`src/rtl/gc_engine_pkg.sv`:
```
// Shared types and widths for the GC engine slice.
// GC_WEAR_LEVEL_EN (optional) enables per-block erase counters in gc_engine.
package gc_engine_pkg;

   localparam int GC_BLK_W       = 4;
   localparam int GC_ERASE_CNT_W = 16;

   typedef enum logic [2:0] {
      INIT,
      IDLE,
      SCAN,
      MOVE,
      PARK,
      ERASE,
      DONE
   } gc_state_t;

endpackage

```
`src/rtl/gc_engine_if.sv`:
```
// Controller / remap-table handshake bundle for gc_engine.
// slave = engine side, master = controller/remap side.
interface gc_engine_if import gc_engine_pkg::*; #(
   parameter int BLK_W = GC_BLK_W
);
   logic             gc_ini;
   logic             invalid_flag;
   logic [BLK_W-1:0] invalid_blk;
   logic             alloc_req;
   logic             alloc_ack;
   logic [BLK_W-1:0] alloc_blk;
   logic             gc_request;
   logic             gc_start;
   logic             active_request;
   logic             gc_interrupt;
   logic             move_flag;
   logic             move_done_flag;
   logic             erase_flag;
   logic             erase_done;
   logic [BLK_W-1:0] erase_blk;
   logic             request_done;
   logic             gc_fail;

   modport slave (
      input  gc_ini, invalid_flag, invalid_blk, alloc_req, gc_start, active_request,
             move_done_flag, erase_done,
      output alloc_ack, alloc_blk, gc_request, gc_interrupt, move_flag, erase_flag,
             erase_blk, request_done, gc_fail
   );

   modport master (
      output gc_ini, invalid_flag, invalid_blk, alloc_req, gc_start, active_request,
             move_done_flag, erase_done,
      input  alloc_ack, alloc_blk, gc_request, gc_interrupt, move_flag, erase_flag,
             erase_blk, request_done, gc_fail
   );
endinterface

```
`src/rtl/gc_free_fifo.sv`:
```
// Free-block pool: circular FIFO with synchronous clear and occupancy count.
module gc_free_fifo #(
   parameter int DEPTH = 16,
   parameter int WIDTH = 4
) (
   input  logic                         CLK,
   input  logic                         nRST,
   input  logic                         clear,
   input  logic                         push,
   input  logic [WIDTH-1:0]             push_data,
   input  logic                         pop,
   output logic [WIDTH-1:0]             head,
   output logic                         empty,
   output logic [$clog2(DEPTH+1)-1:0]   count
);
   localparam int PTR_W = $clog2(DEPTH);

   logic [WIDTH-1:0] mem [DEPTH];
   logic [PTR_W-1:0] rd_ptr, wr_ptr;

   function automatic logic [PTR_W-1:0] ptr_inc(input logic [PTR_W-1:0] p);
      return (p == PTR_W'(DEPTH-1)) ? '0 : p + 1'b1;
   endfunction

   assign head  = mem[rd_ptr];
   assign empty = (count == '0);

   always_ff @(posedge CLK) begin
      if (push && !clear) mem[wr_ptr] <= push_data;
   end

   always_ff @(posedge CLK or negedge nRST) begin
      if (!nRST) begin
         rd_ptr <= '0;
         wr_ptr <= '0;
         count  <= '0;
      end else if (clear) begin
         rd_ptr <= '0;
         wr_ptr <= '0;
         count  <= '0;
      end else begin
         if (push) wr_ptr <= ptr_inc(wr_ptr);
         if (pop)  rd_ptr <= ptr_inc(rd_ptr);
         case ({push, pop})
            2'b10:   count <= count + 1'b1;
            2'b01:   count <= count - 1'b1;
            default: count <= count;
         endcase
      end
   end
endmodule

```
`src/rtl/gc_engine.sv`:
```
// GC engine: free-block pool, invalid-page counters, victim scan and move/erase sequencing.
// Build option GC_WEAR_LEVEL_EN: erase counters break invalid-count ties in the scan.
module gc_engine import gc_engine_pkg::*; #(
   parameter int NUM_BLK       = 16,
   parameter int PAGES_PER_BLK = 32,
   parameter int FREE_LOW      = 2
) (
   input  logic        CLK,
   input  logic        nRST,
   gc_engine_if.slave  bus
);
   localparam int BLK_W = $clog2(NUM_BLK);
   localparam int CNT_W = $clog2(PAGES_PER_BLK+1);
   localparam int FC_W  = $clog2(NUM_BLK+1);

   gc_state_t                      state;
   logic [NUM_BLK-1:0][CNT_W-1:0]  cnt;
   logic [NUM_BLK-1:0]             in_use;
   logic [BLK_W-1:0]               last_alloc, scan_idx, init_idx;
   logic [BLK_W-1:0]               best_blk, nxt_best_blk;
   logic [CNT_W-1:0]               best_cnt, nxt_best_cnt;
   logic                           inited;
   logic                           pool_push, pool_pop, pool_empty, erase_fin;
   logic [BLK_W-1:0]               pool_head, push_blk;
   logic [FC_W-1:0]                free_cnt;
   logic                           cand;

   // Alloc is refused while the pool is being rebuilt or cleared.
   assign pool_pop      = bus.alloc_req && !pool_empty && (state != INIT) && !bus.gc_ini;
   assign bus.alloc_ack = pool_pop;
   assign bus.alloc_blk = pool_head;

   assign erase_fin = (state == ERASE) && bus.erase_flag && bus.erase_done;
   assign pool_push = (state == INIT) || erase_fin;
   assign push_blk  = (state == INIT) ? init_idx : bus.erase_blk;

   gc_free_fifo #(.DEPTH(NUM_BLK), .WIDTH(BLK_W)) u_pool (
      .CLK       (CLK),
      .nRST      (nRST),
      .clear     (bus.gc_ini),
      .push      (pool_push),
      .push_data (push_blk),
      .pop       (pool_pop),
      .head      (pool_head),
      .empty     (pool_empty),
      .count     (free_cnt)
   );

`ifdef GC_WEAR_LEVEL_EN
   logic [NUM_BLK-1:0][GC_ERASE_CNT_W-1:0] ecnt;
   logic [GC_ERASE_CNT_W-1:0]              best_ec, nxt_best_ec;
`endif

   for (genvar b = 0; b < NUM_BLK; b++) begin : g_blk
      logic [CNT_W-1:0] cnt_q;
      logic             in_use_q;
      logic             is_inv, is_erased;

      assign is_inv    = bus.invalid_flag && (bus.invalid_blk == BLK_W'(b));
      assign is_erased = erase_fin && (bus.erase_blk == BLK_W'(b));
      assign cnt[b]    = cnt_q;
      assign in_use[b] = in_use_q;

      // A same-cycle invalidate on the erased block loses to the clear.
      always_ff @(posedge CLK or negedge nRST) begin
         if (!nRST) begin
            cnt_q    <= '0;
            in_use_q <= 1'b0;
         end else if (bus.gc_ini) begin
            cnt_q    <= '0;
            in_use_q <= 1'b0;
         end else begin
            if (is_erased)
               cnt_q <= '0;
            else if (is_inv && cnt_q != CNT_W'(PAGES_PER_BLK))
               cnt_q <= cnt_q + 1'b1;
            if (pool_pop && pool_head == BLK_W'(b))
               in_use_q <= 1'b1;
            else if (is_erased)
               in_use_q <= 1'b0;
         end
      end

`ifdef GC_WEAR_LEVEL_EN
      logic [GC_ERASE_CNT_W-1:0] ec_q;
      assign ecnt[b] = ec_q;
      always_ff @(posedge CLK or negedge nRST) begin
         if (!nRST)                   ec_q <= '0;
         else if (bus.gc_ini)         ec_q <= '0;
         else if (is_erased && ec_q != '1) ec_q <= ec_q + 1'b1;
      end
`endif
   end

   // Scan step: the freshly allocated block is still being filled, so skip it.
   assign cand = in_use[scan_idx] && (scan_idx != last_alloc);

   always_comb begin
      nxt_best_cnt = best_cnt;
      nxt_best_blk = best_blk;
`ifdef GC_WEAR_LEVEL_EN
      nxt_best_ec  = best_ec;
      if (cand && ((cnt[scan_idx] > best_cnt) ||
                   (cnt[scan_idx] == best_cnt && best_cnt != '0 && ecnt[scan_idx] < best_ec))) begin
         nxt_best_cnt = cnt[scan_idx];
         nxt_best_blk = scan_idx;
         nxt_best_ec  = ecnt[scan_idx];
      end
`else
      if (cand && (cnt[scan_idx] > best_cnt)) begin
         nxt_best_cnt = cnt[scan_idx];
         nxt_best_blk = scan_idx;
      end
`endif
   end

   always_ff @(posedge CLK or negedge nRST) begin
      if (!nRST) begin
         state            <= IDLE;
         inited           <= 1'b0;
         init_idx         <= '0;
         scan_idx         <= '0;
         best_cnt         <= '0;
         best_blk         <= '0;
         last_alloc       <= '0;
         bus.gc_request   <= 1'b0;
         bus.gc_interrupt <= 1'b0;
         bus.move_flag    <= 1'b0;
         bus.erase_flag   <= 1'b0;
         bus.erase_blk    <= '0;
         bus.request_done <= 1'b0;
         bus.gc_fail      <= 1'b0;
`ifdef GC_WEAR_LEVEL_EN
         best_ec          <= '0;
`endif
      end else if (bus.gc_ini) begin
         state            <= INIT;
         inited           <= 1'b0;
         init_idx         <= '0;
         last_alloc       <= '0;
         bus.gc_request   <= 1'b0;
         bus.gc_interrupt <= 1'b0;
         bus.move_flag    <= 1'b0;
         bus.erase_flag   <= 1'b0;
         bus.request_done <= 1'b0;
         bus.gc_fail      <= 1'b0;
      end else begin
         if (pool_pop) last_alloc <= pool_head;
         bus.gc_request   <= (state == IDLE) && inited && (free_cnt < FC_W'(FREE_LOW));
         bus.gc_fail      <= 1'b0;
         bus.request_done <= 1'b0;
         case (state)
            INIT: begin
               init_idx <= init_idx + 1'b1;
               if (init_idx == BLK_W'(NUM_BLK-1)) begin
                  state  <= IDLE;
                  inited <= 1'b1;
               end
            end
            IDLE: if (bus.gc_start) begin
               state    <= SCAN;
               scan_idx <= '0;
               best_cnt <= '0;
               best_blk <= '0;
`ifdef GC_WEAR_LEVEL_EN
               best_ec  <= '1;
`endif
            end
            SCAN: begin
               best_cnt <= nxt_best_cnt;
               best_blk <= nxt_best_blk;
`ifdef GC_WEAR_LEVEL_EN
               best_ec  <= nxt_best_ec;
`endif
               scan_idx <= scan_idx + 1'b1;
               if (scan_idx == BLK_W'(NUM_BLK-1)) begin
                  if (nxt_best_cnt == '0) begin
                     bus.gc_fail <= 1'b1;
                     state       <= IDLE;
                  end else begin
                     bus.erase_blk <= nxt_best_blk;
                     state         <= MOVE;
                  end
               end
            end
            MOVE: begin
               if (!bus.move_flag)
                  bus.move_flag <= 1'b1;
               else if (bus.move_done_flag) begin
                  bus.move_flag <= 1'b0;
                  if (bus.active_request) begin
                     bus.gc_interrupt <= 1'b1;
                     state            <= PARK;
                  end else
                     state <= ERASE;
               end
            end
            PARK: if (!bus.active_request) begin
               bus.gc_interrupt <= 1'b0;
               state            <= ERASE;
            end
            ERASE: begin
               if (!bus.erase_flag)
                  bus.erase_flag <= 1'b1;
               else if (bus.erase_done) begin
                  bus.erase_flag   <= 1'b0;
                  bus.request_done <= 1'b1;
                  state            <= DONE;
               end
            end
            DONE:    state <= IDLE;
            default: state <= IDLE;
         endcase
      end
   end
endmodule

```
`src/flat_wrapper.sv`:
```
// flat-port wrapper written by rule: the top's interface ports become plain ports
module gc_engine_flat import gc_engine_pkg::*;
#(
   parameter int NUM_BLK       = 16,
   parameter int PAGES_PER_BLK = 32,
   parameter int FREE_LOW      = 2
)
  (CLK, nRST, bus_gc_ini, bus_invalid_flag, bus_invalid_blk, bus_alloc_req, bus_gc_start, bus_active_request, bus_move_done_flag, bus_erase_done, bus_alloc_ack, bus_alloc_blk, bus_gc_request, bus_gc_interrupt, bus_move_flag, bus_erase_flag, bus_erase_blk, bus_request_done, bus_gc_fail);
  gc_engine_if #(.BLK_W(4)) bus_i ();
  input  logic CLK;
  input  logic nRST;
  input wire logic [$bits(bus_i.gc_ini)-1:0] bus_gc_ini;
  input wire logic [$bits(bus_i.invalid_flag)-1:0] bus_invalid_flag;
  input wire logic [$bits(bus_i.invalid_blk)-1:0] bus_invalid_blk;
  input wire logic [$bits(bus_i.alloc_req)-1:0] bus_alloc_req;
  input wire logic [$bits(bus_i.gc_start)-1:0] bus_gc_start;
  input wire logic [$bits(bus_i.active_request)-1:0] bus_active_request;
  input wire logic [$bits(bus_i.move_done_flag)-1:0] bus_move_done_flag;
  input wire logic [$bits(bus_i.erase_done)-1:0] bus_erase_done;
  output wire logic [$bits(bus_i.alloc_ack)-1:0] bus_alloc_ack;
  output wire logic [$bits(bus_i.alloc_blk)-1:0] bus_alloc_blk;
  output wire logic [$bits(bus_i.gc_request)-1:0] bus_gc_request;
  output wire logic [$bits(bus_i.gc_interrupt)-1:0] bus_gc_interrupt;
  output wire logic [$bits(bus_i.move_flag)-1:0] bus_move_flag;
  output wire logic [$bits(bus_i.erase_flag)-1:0] bus_erase_flag;
  output wire logic [$bits(bus_i.erase_blk)-1:0] bus_erase_blk;
  output wire logic [$bits(bus_i.request_done)-1:0] bus_request_done;
  output wire logic [$bits(bus_i.gc_fail)-1:0] bus_gc_fail;
  assign bus_i.gc_ini = bus_gc_ini;
  assign bus_i.invalid_flag = bus_invalid_flag;
  assign bus_i.invalid_blk = bus_invalid_blk;
  assign bus_i.alloc_req = bus_alloc_req;
  assign bus_i.gc_start = bus_gc_start;
  assign bus_i.active_request = bus_active_request;
  assign bus_i.move_done_flag = bus_move_done_flag;
  assign bus_i.erase_done = bus_erase_done;
  assign bus_alloc_ack = bus_i.alloc_ack;
  assign bus_alloc_blk = bus_i.alloc_blk;
  assign bus_gc_request = bus_i.gc_request;
  assign bus_gc_interrupt = bus_i.gc_interrupt;
  assign bus_move_flag = bus_i.move_flag;
  assign bus_erase_flag = bus_i.erase_flag;
  assign bus_erase_blk = bus_i.erase_blk;
  assign bus_request_done = bus_i.request_done;
  assign bus_gc_fail = bus_i.gc_fail;
  gc_engine #(.NUM_BLK(NUM_BLK), .PAGES_PER_BLK(PAGES_PER_BLK), .FREE_LOW(FREE_LOW)) u_core (.CLK(CLK), .nRST(nRST), .bus(bus_i));
endmodule
```
`config.mk`:
```
export PLATFORM = sky130hd
export DESIGN_NAME = gc_engine_flat
export DESIGN_NICKNAME = d
export VERILOG_FILES = /design/src/rtl/gc_engine_pkg.sv /design/src/rtl/gc_engine_if.sv /design/src/rtl/gc_free_fifo.sv /design/src/rtl/gc_engine.sv /design/src/flat_wrapper.sv
export SDC_FILE = /design/constraint.sdc
export NUM_CORES = 1
export LEC_CHECK = 0
export ABC_AREA = 1
export BUFFER_PORTS_ARGS = -buffer_cell sky130_fd_sc_hd__buf_2
export CORE_UTILIZATION = 59
export DETAILED_ROUTE_END_ITERATION = 8
export GPL_TIMING_DRIVEN = 0
export PLACE_DENSITY = 0.76
export SLEW_MARGIN = 20
export SYNTH_ARGS = -nofsm -noshare
export SYNTH_HDL_FRONTEND = slang
export SYNTH_SLANG_ARGS = --single-unit
```
`constraint.sdc`:
```
create_clock -name CLK -period 3.4 [get_ports CLK]
set_input_delay 0 -clock CLK [delete_from_list [all_inputs] [get_ports CLK]]
set_output_delay 0 -clock CLK [all_outputs]
set_load 0.02 [all_outputs]
```
---- Yosys cells after proc, flatten, opt, wreduce, memory -nomap -nowiden ----
Memories as Yosys holds them, arrays and structs flattened.
Cells that the tools add are included.
word-level totals
  memories ................................ 1
  bits in writable memories ............... 64
  logic and storage cells ................. 450
  bits of input ports ..................... 13
  register bits ........................... 161
operators by class
  add/sub/neg operators ................... 22
  magnitude comparators ................... 3
  reductions and logical operators ........ 130
  multiplexer cells ....................... 160
  bitwise operators ....................... 2
  equality and inequality tests ........... 83
memory list
  name               words  bits a word  rd ports  clocked after memory_dff  write ports  RTL line            text
  u_core.u_pool.mem  16     4            1         0                         1            gc_free_fifo.sv:18  logic [WIDTH-1:0] mem [DEPTH];
operators by type and width
  cell                 count
  $mux 6               51
  $eq 4x4->1 const B   28
  $reduce_bool 3->1    35
  $add 6x1->6 const B  16
  $ne 6x6->1 const B   16
  $mux 1               77
  $logic_and 1x1->1    74
  $mux 4               13
  $eq 4x3->1 const B   12
  $mux 3               9
  $bmux 6 s4           1
  $eq 4x2->1 const B   6
  $ne 3x3->1 const B   6
  $pmux 3 s6           1
  $add 4x1->4 const B  4
  $pmux 4 s2           2
  $reduce_bool 2->1    7
  $eq 4x1->1 const B   3
  $logic_not 4->1      3
  $pmux 6 s2           1
  $pmux 5 s2           1
  $ne 3x2->1 const B   3
  $reduce_and 8->1     1
  $eq 3x2->1 const B   2
  other kinds (25)     28

---- Logic depth before layout (Yosys ltp) ----
Gate-level depths: netlist of the first run.
  depth in word-level cells ............... 10
  mapped depth ............................ 28
  gate-level depth less buffers ........... 24

---- Modules after synthesis ----
From an unflattened synthesis of the first run, not the netlist that was laid out.
second synthesis, totals
  cell total of the unflattened synthesis .. 1,571
  area total of the unflattened synthesis .. 12,832.3 sq um
modules (own cells, without submodules)
  module        area each (sq um)  cells an instance  instances  sequential area each (sq um)
  gc_engine     9,282.7            1,248              1          3,704.8
  gc_free_fifo  3,549.7            323                1          2,247.2

---- Least setup slack after synthesis of the first run ----
OpenSTA, ideal clock, no wires.
  path type ............................... reg-to-reg
  from .................................... register u_core.scan_idx[0]
  to ...................................... register u_core.state[1]
  stages on the path, launching flop included .. 26
  required time ........................... 3.283 ns
  slack ................................... 0.509 ns
  buffers on the path ..................... 5
  arrival ................................. 2.774 ns
  cell sequence ........................... dfrtp_1 buf_6 buf_6 buf_6 buf_6 o211ai_2 nand3_1 nand3_1 nand2_1 ha_1 nand2_1 nor2_1 o21ai_0 inv_1 nor2_1 nor2_4 nand2_4 buf_6 nand2_2 nand2_2 nor2_4 nand3_4 nand2_1 nand2_1 nand2_1 nand2_1
between the ends
  word-level cells in the longest chain between the ends .. 10
ends and longest elaborated chain
  what                                                    RTL line                                             text
  start, declared                                         gc_engine.sv:19                                      logic [BLK_W-1:0] last_alloc, scan_idx, init_idx;
  start signal, assigned                                  gc_engine.sv:175                                     scan_idx <= scan_idx + 1'b1;
  $bmux 6 s4 or $bmux 1 s4 (tied branches)                gc_engine.sv:110, gc_engine.sv:111, gc_engine.sv:96
  $mux 6 (implied by the code) or $mux 1 (tied branches)  gc_engine.sv:110, gc_engine.sv:111, gc_engine.sv:96
  $gt 6x6->1 or $logic_and 1x1->1 (tied branches)         gc_engine.sv:110, gc_engine.sv:96
  $logic_and 1x1->1                                       gc_engine.sv:110                                     if (cand && (cnt[scan_idx] > best_cnt)) begin
  $mux 6                                                  gc_engine.sv:110
  $logic_not 6->1                                         gc_engine.sv:177                                     if (nxt_best_cnt == '0) begin
  $mux 2                                                  gc_engine.sv:177
  $mux 3                                                  gc_engine.sv:176                                     if (scan_idx == BLK_W'(NUM_BLK-1)) begin
  $pmux 3 s6                                              gc_engine.sv:152                                     case (state)
  $mux 3                                                  gc_engine.sv:136                                     end else if (bus.gc_ini) begin
  end signal, assigned                                    gc_engine.sv:137                                     state <= INIT;
  end signal, assigned                                    gc_engine.sv:156                                     state <= IDLE;
  end signal, assigned                                    gc_engine.sv:179                                     state <= IDLE;
  end, declared                                           gc_engine.sv:16                                      gc_state_t state;
Parallel ways exist; a longest one is shown, timed or not. The select of a mux whose other input is x is not followed.
A chain may end at the register's enable or synchronous reset.

---- Worst setup path in the final report of the first run ----
Ends and elaborated chain as after synthesis.

==> results.json, run 1 <==
{
  "outcome": "finished, final reports clean",
  "critical-path-top-delay-family": "simple AND/OR/NAND/NOR gates",
  "grt_usage_pct": 30.5,
  "finalClockSkew_ns": 0.0152,
  "placed_cell_area_sq_um": 13200,
  "crit_type": "reg2reg",
  "cts_buffer_depth": 3,
  "fin_crit_ns": 3.29,
  "crit_fanout": 10,
  "setup_ws_ns": 0.105,
  "cp_common_cell": "nand2_1",
  "maxCapViolCount": 0,
  "clkSinkCount": 225,
  "ir_drop_v": 0.000568,
  "hold_path_class": "in2reg",
  "grt_use_met3_pct": 4.79,
  "start_kind": "flop",
  "ys_types": 49,
  "synth_warnings": 0,
  "worstPathArrival_ns": 3.73,
  "grt_max_degree": 63,
  "final_cell_area_sq_um": 14300,
  "clk_latency_ns": 0.54,
  "grt_pass1_wl_microns": 53400,
  "critPathMaxStageDelay_ns": 0.39,
  "end_kind": "flop",
  "routedWlPerCell_microns": 16.9,
  "synth_edf_count": 64,
  "cp_num_cells": 26,
  "worst_pin_slew_ns": 0.979,
  "viasPerCell": 5.76,
  "die_y_microns": 148,
  "holdPathStages": 5,
  "hold_slack_ns": 0.0423,
  "seq_area_frac_synth_pct": 47.2,
  "n_antenna_cell": 0,
  "syn_to_final_growth_pct": 13.3,
  "post-dp-hpwl_microns": 23400,
  "layout.nets": 1696,
  "ant_nets": 0,
  "wl_microns": 32500,
  "leakagePower_nw": 6.35,
  "syn_area_per_cell_sq_um": 8.08,
  "core_sq_um": 21000,
  "drv_slew": 0,
  "netlist_instances": 1560,
  "drc_errors": 0,
  "cts_tree": "done",
  "busiest_layer": "met2",
  "hold_violations": 0,
  "cts_root_buf": "clkbuf_16",
  "cp.required_ns": 3.83,
  "ys.flop_type": "dfrtp_1",
  "finalSetupViolations": 0,
  "ctsHtreeMaxLevel": 1,
  "synth_nets": 1623,
  "met2_usage_pct": 50.3,
  "worstRegToRegCells": 26,
  "maxSlewHeadroom_pct": 34.1,
  "powerDensity_nw_per_um2": 660,
  "grt_antenna_before_repair": 0,
  "overflow": 0,
  "place_ws_ns": 0.0136,
  "io_buffers": 26,
  "first_pass_iters": 5,
  "num_vias": 11100,
  "fmax_ghz": 0.304,
  "drt_iter0_drc": 865,
  "die_w_microns": 148,
  "ys_seq_elements": 225,
  "slowest_stage": "dfrtp_1",
  "io_pins": 28,
  "post-route-period-util_pct": 96.9,
  "initial_utilization_pct": 60.0,
  "die-area_sq_um": 22000,
  "use_met1_pct": 40.8,
  "syn_area_sq_um": 12600,
  "synthArstFlopShare_pct": 71.6,
  "cp.buffers_inverters": 6,
  "row_count": 53,
  "numCtsBuffers": 25,
  "grt_pass1_vias": 10700,
  "clk_pin_slew_ns": 0.06,
  "drive_gt1_share_pct": 8.90,
  "routabilityCongestion": 0.939
}
power by group:
part / internal [W] / total, W / switching (W)
clock network: 0.00177 / 0.00287 / 0.00110
logic: 0.00116 / 0.00340 / 0.00224
registers: 0.00303 / 0.00316 / 0.000127
total: 0.00596 / 0.00943 / 0.00347
layout make-up:
cell class	count	area, sq um
clock inverters	6	95.1
repair buffers	46	373
fillers	1691	6730
clock buffers	39	796
flip-flops and latches	225	5950
plain buffers	41	265
well taps	275	344
multi-input cells	1074	5640
inverters	220	826
cells in the mapped netlist (2+ instances only):
| cell | count | area, sq um |
|---|---|---|
| nand3_2 | 2 | 20.0 |
| buf_6 | 6 | 67.6 |
| o2111ai_1 | 2 | 17.5 |
| nor2_2 | 6 | 37.5 |
| buf_4 | 3 | 22.5 |
| o21ai_1 | 19 | 95.1 |
| a31oi_1 | 2 | 12.5 |
| nand2_2 | 6 | 37.5 |
| inv_1 | 213 | 800 |
| o21ai_0 | 133 | 666 |
| ha_1 | 49 | 613 |
| nand2_4 | 2 | 22.5 |
| dfrtp_1 | 160 | 4000 |
| o21bai_1 | 3 | 22.5 |
| inv_2 | 7 | 26.3 |
| o31ai_1 | 2 | 15.0 |
| a21oi_1 | 57 | 285 |
| o221ai_1 | 2 | 17.5 |
| buf_2 | 14 | 70.1 |
| edfxtp_1 | 64 | 1920 |
| nor2_4 | 3 | 33.8 |
| nor2_1 | 157 | 589 |
| nor3b_1 | 30 | 225 |
| nor4_1 | 7 | 43.8 |
| o21a_1 | 2 | 15.0 |
| xor2_1 | 12 | 105 |
| nand3_1 | 115 | 576 |
| nor3_1 | 61 | 305 |
| o211ai_2 | 4 | 50.1 |
| o211ai_1 | 14 | 105 |
| a211oi_1 | 2 | 15.0 |
| o22ai_1 | 20 | 125 |
| xnor2_1 | 10 | 87.6 |
| nand4_1 | 29 | 181 |
| nand2_1 | 313 | 1170 |
| clkbuf_1 | 16 | 60.1 |
kinds of logic (layout without fill, tap and decap cells):
| family | Yosys count | count (layout) | share of synthesized area [%] |
|---|---|---|---|
| XOR/XNOR | 22 | 22 | 1.53 |
| adder cells (fa/ha/maj) | 50 | 50 | 5.02 |
| AND/OR/NAND/NOR | 736 | 736 | 26.1 |
| AO/OA/AOI/OAI | 266 | 266 | 11.8 |
| buffers and inverters | 261 | 352 | 8.36 |
| flip-flops | 225 | 225 | 47.2 |
final timing paths:
kind                       slack [ns]                       end               startpoint
max                              0.11           u_core.state[1]       u_core.scan_idx[0]
min                              0.04  u_core.g_blk[6].cnt_q[1]       bus_invalid_blk[1]
max reg2reg                      0.11           u_core.state[1]       u_core.scan_idx[0]
min reg2reg                      0.52   u_core.u_pool.wr_ptr[2]  u_core.u_pool.wr_ptr[2]
max in group asynchronous        3.00   u_core.u_pool.wr_ptr[3]                     nRST
min in group asynchronous        0.07           u_core.state[0]                     nRST
metrics by stage:
stage | util (%) | power, W | setup TNS (ns) | instances
2_1_floorplan | - | 0.00546 | 0 | 1560
3_3_place_gp | 62.2 | 0.00622 | -39.82 | 1861
3_5_place_dp | 62.7 | 0.00630 | 0 | 1865
4_1_cts | 67.6 | 0.00919 | 0 | 1923
5_1_grt | 68.0 | 0.00992 | -0.200 | 1926
6_report | 68.0 | 0.00943 | 0 | 1926
tightest hold or removal path, cell delays in order:
cell and delay (ns):
buf_2 0.13, nand3_1 0.17, nor3_1 0.11, nand2_1 0.06, a21oi_1 0.05
per-layer routing:
layer	share of wire, %	vias up
met5	0	-
met4	2.7	0
met3	7.3	70
met2	47	403
met1	43	5273
li1	-	5346
layout by cell type, fill, tap and decap left out, drive strengths merged, types with 2 or more instances in the layout:
| cell type | synthesis | final |
|---|---|---|
| a211oi | 2 | 2 |
| nand3 | 118 | 118 |
| clkbuf | 17 | 56 |
| o221ai | 2 | 2 |
| inv | 220 | 221 |
| clkinv | 0 | 3 |
| xor2 | 12 | 12 |
| o22ai | 21 | 21 |
| bufinv | 0 | 2 |
| o21a | 2 | 2 |
| nand4 | 29 | 29 |
| o21ai | 152 | 152 |
| nand2 | 321 | 321 |
| xnor2 | 10 | 10 |
| ha | 49 | 49 |
| nor2 | 166 | 166 |
| a21oi | 57 | 57 |
| o2111ai | 2 | 2 |
| nor3b | 30 | 30 |
| buf | 24 | 58 |
| nor4 | 7 | 7 |
| o31ai | 2 | 2 |
| dfrtp | 160 | 160 |
| dlygate4sd3 | 0 | 12 |
| edfxtp | 64 | 64 |
| o21bai | 3 | 3 |
| or2 | 2 | 2 |
| nor3 | 62 | 62 |
| a31oi | 2 | 2 |
| o211ai | 18 | 18 |
repair_timing:
item                                   CTS  global route
buffers inserted                         0             3
setup endpoints to repair                1             8
resized for setup                        1            28
pin swaps                                0             7
hold buffers                            13             0
endpoints found under the hold margin  177             0
sequential cells by signal, indices dropped and copies added (netlist names), 3 cells and up:
signal	cells
u_core.best_blk	4
u_core.u_pool.wr_ptr	4
u_core.bus.erase_blk	4
u_core.g_blk.cnt_q	96
u_core.init_idx	4
u_core.u_pool.count	5
u_core.best_cnt	6
u_core.scan_idx	4
u_core.last_alloc	4
u_core.u_pool.mem	64
u_core.u_pool.rd_ptr	4
u_core.g_blk.in_use_q	16
u_core.state	3
Note: power is estimated with default switching activity, not from simulation.
==> inputs of run 2 (changes only) <==
Settings changed: CORE_MARGIN from default to 8.
==> run 2 against run 1 <==
Compared with the run above: utilization increased by 0.38 points; worst hold slack got worse by 0.019 ns; sequential cell count unchanged; combinational power increased by 4%; fmax increased by 1.2%; clock power increased by 7.3%.
==> results.json, run 2 (synthesis gave the netlist of run 1 again) <==
{
  "outcome": "finished, final reports clean",
  "post-route-period-util_pct": 95.7,
  "cp.required_ns": 3.82,
  "drt_iter0_drc": 1106,
  "initial_utilization_pct": 60.0,
  "cts_buffer_depth": 3,
  "post-dp-hpwl_microns": 23500,
  "fin_crit_ns": 3.26,
  "reg_top3": "u_core.g_blk.cnt_q x96, u_core.u_pool.mem x64, u_core.g_blk.in_use_q x16",
  "routabilityCongestion": 0.931,
  "drv_slew": 0,
  "reg2reg_slack_ns": 0.14,
  "powerDensity_nw_per_um2": 681,
  "sequentialPowerShare_pct": 32.3,
  "grt_max_degree": 91,
  "crit_type": "reg2reg",
  "p_total_w": 0.00978,
  "layout.nets": 1695,
  "drc_errors": 0,
  "setup_ws_ns": 0.145,
  "finalClockSkew_ns": 0.0105,
  "numCtsBuffers": 25,
  "ant_nets": 0,
  "maxCapViolCount": 0,
  "reg2reg_to": "u_core.state[1]",
  "io_buffers": 26,
  "cts_root_buf": "clkbuf_16",
  "overflow": 0,
  "layout_commonest_cell": "nand2_1",
  "first_pass_iters": 5,
  "switchingPower_w": 0.00358,
  "ctsHtreeMaxLevel": 1,
  "critPathMaxStageDelay_ns": 0.39,
  "ir_drop_v": 0.000542,
  "start_kind": "flop",
  "n_antenna_cell": 0,
  "grt_pass1_vias": 10700,
  "grt_usage_pct": 25.0,
  "end_kind": "flop",
  "largest_reg_flops": 96,
  "maxSlewHeadroom_pct": 32.6,
  "clk_pin_slew_ns": 0.06,
  "drive_gt1_share_pct": 9.39,
  "place_ws_ns": -0.170,
  "io_pins": 28,
  "placed_cell_area_sq_um": 13100,
  "core_sq_um": 21000,
  "crit_fanout": 10,
  "die_w_microns": 162,
  "die-area_sq_um": 26300,
  "combPwrFrac_pct": 36.2,
  "clkSinkCount": 225,
  "leakagePower_nw": 6.36,
  "worstPathArrival_ns": 3.68,
  "hold_violations": 0,
  "slowest_stage": "dfrtp_1",
  "hold_path_class": "in2async",
  "grt_antenna_before_repair": 0,
  "clk_latency_ns": 0.53,
  "fmax_ghz": 0.307,
  "num_vias": 11000,
  "worstRegToRegCells": 28,
  "hold_slack_ns": 0.0232,
  "final_cell_area_sq_um": 14400,
  "die_y_microns": 162,
  "dp_cells": 1865,
  "power.internal_w": 0.00620,
  "r2r_start": "u_core.scan_idx[0]",
  "row_count": 53,
  "cp_common_cell": "nand2_1",
  "fin_cells": 1926,
  "finalSetupViolations": 0,
  "routedWlPerCell_microns": 17.0,
  "most-common-layout-cells": "nand2_1, inv_1, dfrtp_1",
  "clkPwrFrac_pct": 31.5,
  "wl_microns": 32800,
  "switching_share_pct": 36.7,
  "viasPerCell": 5.71,
  "syn_to_final_growth_pct": 13.9,
  "cts_tree": "done",
  "worst_pin_slew_ns": 1.00,
  "top_register": "u_core.g_blk.cnt_q",
  "grt_pass1_wl_microns": 53700
}
[run 2: changes by cell type in the layout (fill, tap and decap cells not counted), sizes merged]
cell	delta
buf	-3
bufinv	+5
clkinv	+1
clkinvlp	+5
dlygate4sd3	-1
clkbuf	-7
[run 2: timing repair]
item                                   4_1_cts  5_1_grt
setup endpoints to repair                    6        7
endpoints found under the hold margin      138        0
pin swaps                                    1       10
hold buffers                                11        0
setup buffers                                2        2
gates resized for setup                      3       42
[run 2: worst max-delay path by stage]
stage | to | start | slack (ns) | depth (start not counted)
floorplan | u_core.state[1] | u_core.scan_idx[0] | 0.51 | 25
global placement | u_core.bus.gc_interrupt | nRST | -0.29 | 1
detailed placement | u_core.state[1] | u_core.scan_idx[1] | -0.17 | 24
CTS | u_core.state[1] | u_core.scan_idx[0] | 0.009 | 26
global route | u_core.state[1] | u_core.scan_idx[0] | -0.02 | 28
finish | u_core.state[1] | u_core.scan_idx[0] | 0.14 | 28
[run 2: routing by layer]
layer  track usage (%)  share of wire, %  vias to the layer above
met5                 0                 0                        -
met4              6.99               2.5                        0
met3              3.87               7.1                       61
met2              41.6                48                      404
met1              33.3                43                     5198
li1                  -                 -                     5334
[run 2: worst max-delay path: cells and delay by family, from the launching register on]
family	cells	cell delay (ns)
buffers and inverters	7	0.85
flip-flops	1	0.39
adder cells (fa/ha/maj)	1	0.29
AO/OA/AOI/OAI	1	0.09
AND/OR/NAND/NOR	19	1.50
[run 2: power groups by stage]
stage | Sequential [W] | Combinational, W | Clock, W
detailed placement | 0.00320 | 0.00315 | 0
CTS | 0.00315 | 0.00327 | 0.00312
global route | 0.00318 | 0.00390 | 0.00322
finish | 0.00316 | 0.00354 | 0.00308
global placement | 0.00320 | 0.00306 | 0
floorplan | 0.00318 | 0.00228 | 0
[run 2: cell type report]
cell class / instances / area (sq um)
plain buffers: 41 / 290
clock buffers: 29 / 671
clock inverters: 17 / 278
fillers: 1639 / 6660
inverters: 220 / 826
multi-input cells: 1074 / 5680
flip-flops and latches: 225 / 5950
well taps: 275 / 344
repair buffers: 45 / 330
[run 2: metrics by stage]
step	TNS, ns	utilization [%]
floorplan	0	-
global placement	-43.50	62.2
detailed placement	-0.699	62.5
CTS	0	67.7
global route	-0.0210	68.3
finish	0	68.3
==> inputs of run 3 (changes only) <==
--- a/config.mk
+++ b/config.mk
@@ -10,4 +10,6 @@
 export CORE_MARGIN = 8
 export CORE_UTILIZATION = 59
+export CTS_CLUSTER_DIAMETER = 100
+export CTS_CLUSTER_SIZE = 16
 export DETAILED_ROUTE_END_ITERATION = 8
 export GPL_TIMING_DRIVEN = 0
==> constraint.sdc (replaced) <==
create_clock -name CLK -period 3.4 [get_ports CLK]
set_input_delay 0.51 -clock CLK [delete_from_list [all_inputs] [get_ports CLK]]
set_output_delay 0.51 -clock CLK [all_outputs]
set_load 0.02 [all_outputs]
==> run 3 against run 2 <==
Compared with the run above: sequential share of layout area up 1.6 points; final cell count down 1.6%; clock power down 35%; sequential cell count unchanged; non-clock buffer count down 12; critical path depth down 3; sequential power about the same; clock skew up 0.013 ns; utilization down 2.6 points; first-iteration DRC count down 2.4%; largest cell class unchanged; largest power group unchanged.
==> results.json, run 3 (synthesis gave the netlist of run 1 again) <==
{
  "leakagePower_nw": 6.10,
  "p_total_w": 0.00865,
  "ctsHtreeMaxLevel": 1,
  "layout.nets": 1676,
  "critical-path-top-delay-family": "simple AND/OR/NAND/NOR gates",
  "overflow": 0,
  "finalSetupViolations": 0,
  "post-route-period-util_pct": 95.4,
  "place_ws_ns": -0.170,
  "cts_tree": "done",
  "grt_pass1_wl_microns": 52800,
  "drv_slew": 0,
  "crit_type": "reg2reg",
  "r2r_start": "u_core.scan_idx[0]",
  "critPathCapture": "u_core.state[1]",
  "drive_gt1_share_pct": 8.02,
  "ir_drop_v": 0.000546,
  "drc_errors": 0,
  "post-dp-hpwl_microns": 23500,
  "fmax_ghz": 0.308,
  "hold_path_class": "in2reg",
  "slowest_stage": "dfrtp_1",
  "reg_top3": "u_core.g_blk.cnt_q x96, u_core.u_pool.mem x64, u_core.g_blk.in_use_q x16",
  "outcome": "finished, final reports clean",
  "critPathMaxStageDelay_ns": 0.40,
  "grt_usage_pct": 24.5,
  "start_kind": "flop",
  "most-common-layout-cells": "nand2_1, inv_1, dfrtp_1",
  "final_cell_area_sq_um": 13800,
  "layout_commonest_cell": "nand2_1",
  "drt_iter0_drc": 1079,
  "viasPerCell": 5.77,
  "grt_pass1_vias": 10500,
  "routedWlPerCell_microns": 17.0,
  "grt_antenna_before_repair": 0,
  "routabilityCongestion": 0.931,
  "end_kind": "flop",
  "row_count": 53,
  "cts_buffer_depth": 3,
  "cp_num_cells": 25,
  "syn_to_final_growth_pct": 9.59,
  "final_core_util_pct": 65.7,
  "num_vias": 10900,
  "die_y_microns": 162,
  "setup_ws_ns": 0.156,
  "reg2reg_to": "u_core.state[1]",
  "io_pins": 28,
  "maxSlewHeadroom_pct": 30.3,
  "n_antenna_cell": 0,
  "fin_crit_ns": 3.24,
  "clk_pin_slew_ns": 0.07,
  "wl_microns": 32300,
  "powerDensity_nw_per_um2": 626,
  "grt_max_degree": 91,
  "core_sq_um": 21000,
  "hold_violations": 0,
  "io_buffers": 26,
  "clkSinkCount": 225,
  "cts_root_buf": "clkbuf_16",
  "cp.buffers_inverters": 6,
  "die_w_microns": 162,
  "crit_fanout": 10,
  "clk_latency_ns": 0.52,
  "ant_nets": 0,
  "maxCapViolCount": 0,
  "startpoint": "u_core.scan_idx[0]",
  "die-area_sq_um": 26300,
  "worstPathArrival_ns": 3.66,
  "placed_cell_area_sq_um": 13100,
  "largest_reg_flops": 96,
  "numCtsBuffers": 18,
  "initial_utilization_pct": 60.0,
  "first_pass_iters": 6,
  "finalClockSkew_ns": 0.0237,
  "cp.required_ns": 3.82,
  "top_register": "u_core.g_blk.cnt_q",
  "reg2reg_slack_ns": 0.16,
  "worstRegToRegCells": 25,
  "worst_pin_slew_ns": 1.03
}
[run 3: cell types whose count changed in the layout (fill, tap and decap cells not counted), moves of 3 or more]
cell / change
dlygate4sd3_1: -10
clkbuf_8: -3
clkbuf_1: +6
clkbuf_16: -7
clkinvlp_4: -4
bufinv_16: -7
clkinv_2: -3
[run 3: layout make-up]
cell class / count / area [sq um]
Buffer: 41 / 290
Fill cell: 1724 / 7200
Tap cell: 275 / 344
Clock inverter: 2 / 46.3
Inverter: 220 / 826
Sequential cell: 225 / 5950
Clock buffer: 26 / 482
Timing Repair Buffer: 33 / 215
Multi-Input combinational cell: 1074 / 5670
[run 3: worst min-delay path by stage]
stage	end	from	cells past startpoint
floorplan	u_core.best_blk[0]	nRST	0
global placement	u_core.u_pool.wr_ptr[2]	u_core.u_pool.wr_ptr[2]	1
detailed placement	u_core.u_pool.wr_ptr[2]	u_core.u_pool.wr_ptr[2]	1
CTS	u_core.bus.move_flag	bus_move_done_flag	4
global route	u_core.bus.move_flag	bus_move_done_flag	4
finish	u_core.bus.move_flag	bus_move_done_flag	4
[run 3: timing repair]
item | CTS | global route
hold endpoints to repair | 27 | 0
pin swaps | 1 | 10
gates resized for setup | 3 | 40
endpoints found under the setup margin | 6 | 6
buffers inserted | 2 | 0
hold buffers | 1 | 0
[run 3: tightest hold or removal path: cells and delay by family]
kind                   cells  cell delay, ns
AND/OR/NAND/NOR            2            0.12
buffers and inverters      1            0.07
AO/OA/AOI/OAI              1            0.07
[run 3: metal layers]
| metal | vias to the layer above | share of wire, % | global-route usage (%) |
|---|---|---|---|
| met1 | 5186 | 43 | 32.9 |
| li1 | 5274 | - | - |
| met2 | 402 | 47 | 40.2 |
| met4 | 0 | 3.2 | 8.67 |
| met3 | 78 | 6.4 | 3.32 |
| met5 | - | 0 | 0 |
[run 3: power by group]
group,total [W],switching [W],internal [W]
registers,0.00315,0.000124,0.00302
clock network,0.00201,0.00101,0.00101
logic,0.00349,0.00230,0.00119
[run 3: metrics by stage]
| step | setup TNS, ns | instances | hold slack [ns] |
|---|---|---|---|
| global placement | -125.10 | 1861 | 0.485 |
| global route | -0.0298 | 1896 | 0.309 |
| detailed placement | -0.699 | 1865 | 0.489 |
| floorplan | 0 | 1560 | 0.214 |
| finish | 0 | 1896 | 0.288 |
| CTS | 0 | 1896 | 0.280 |
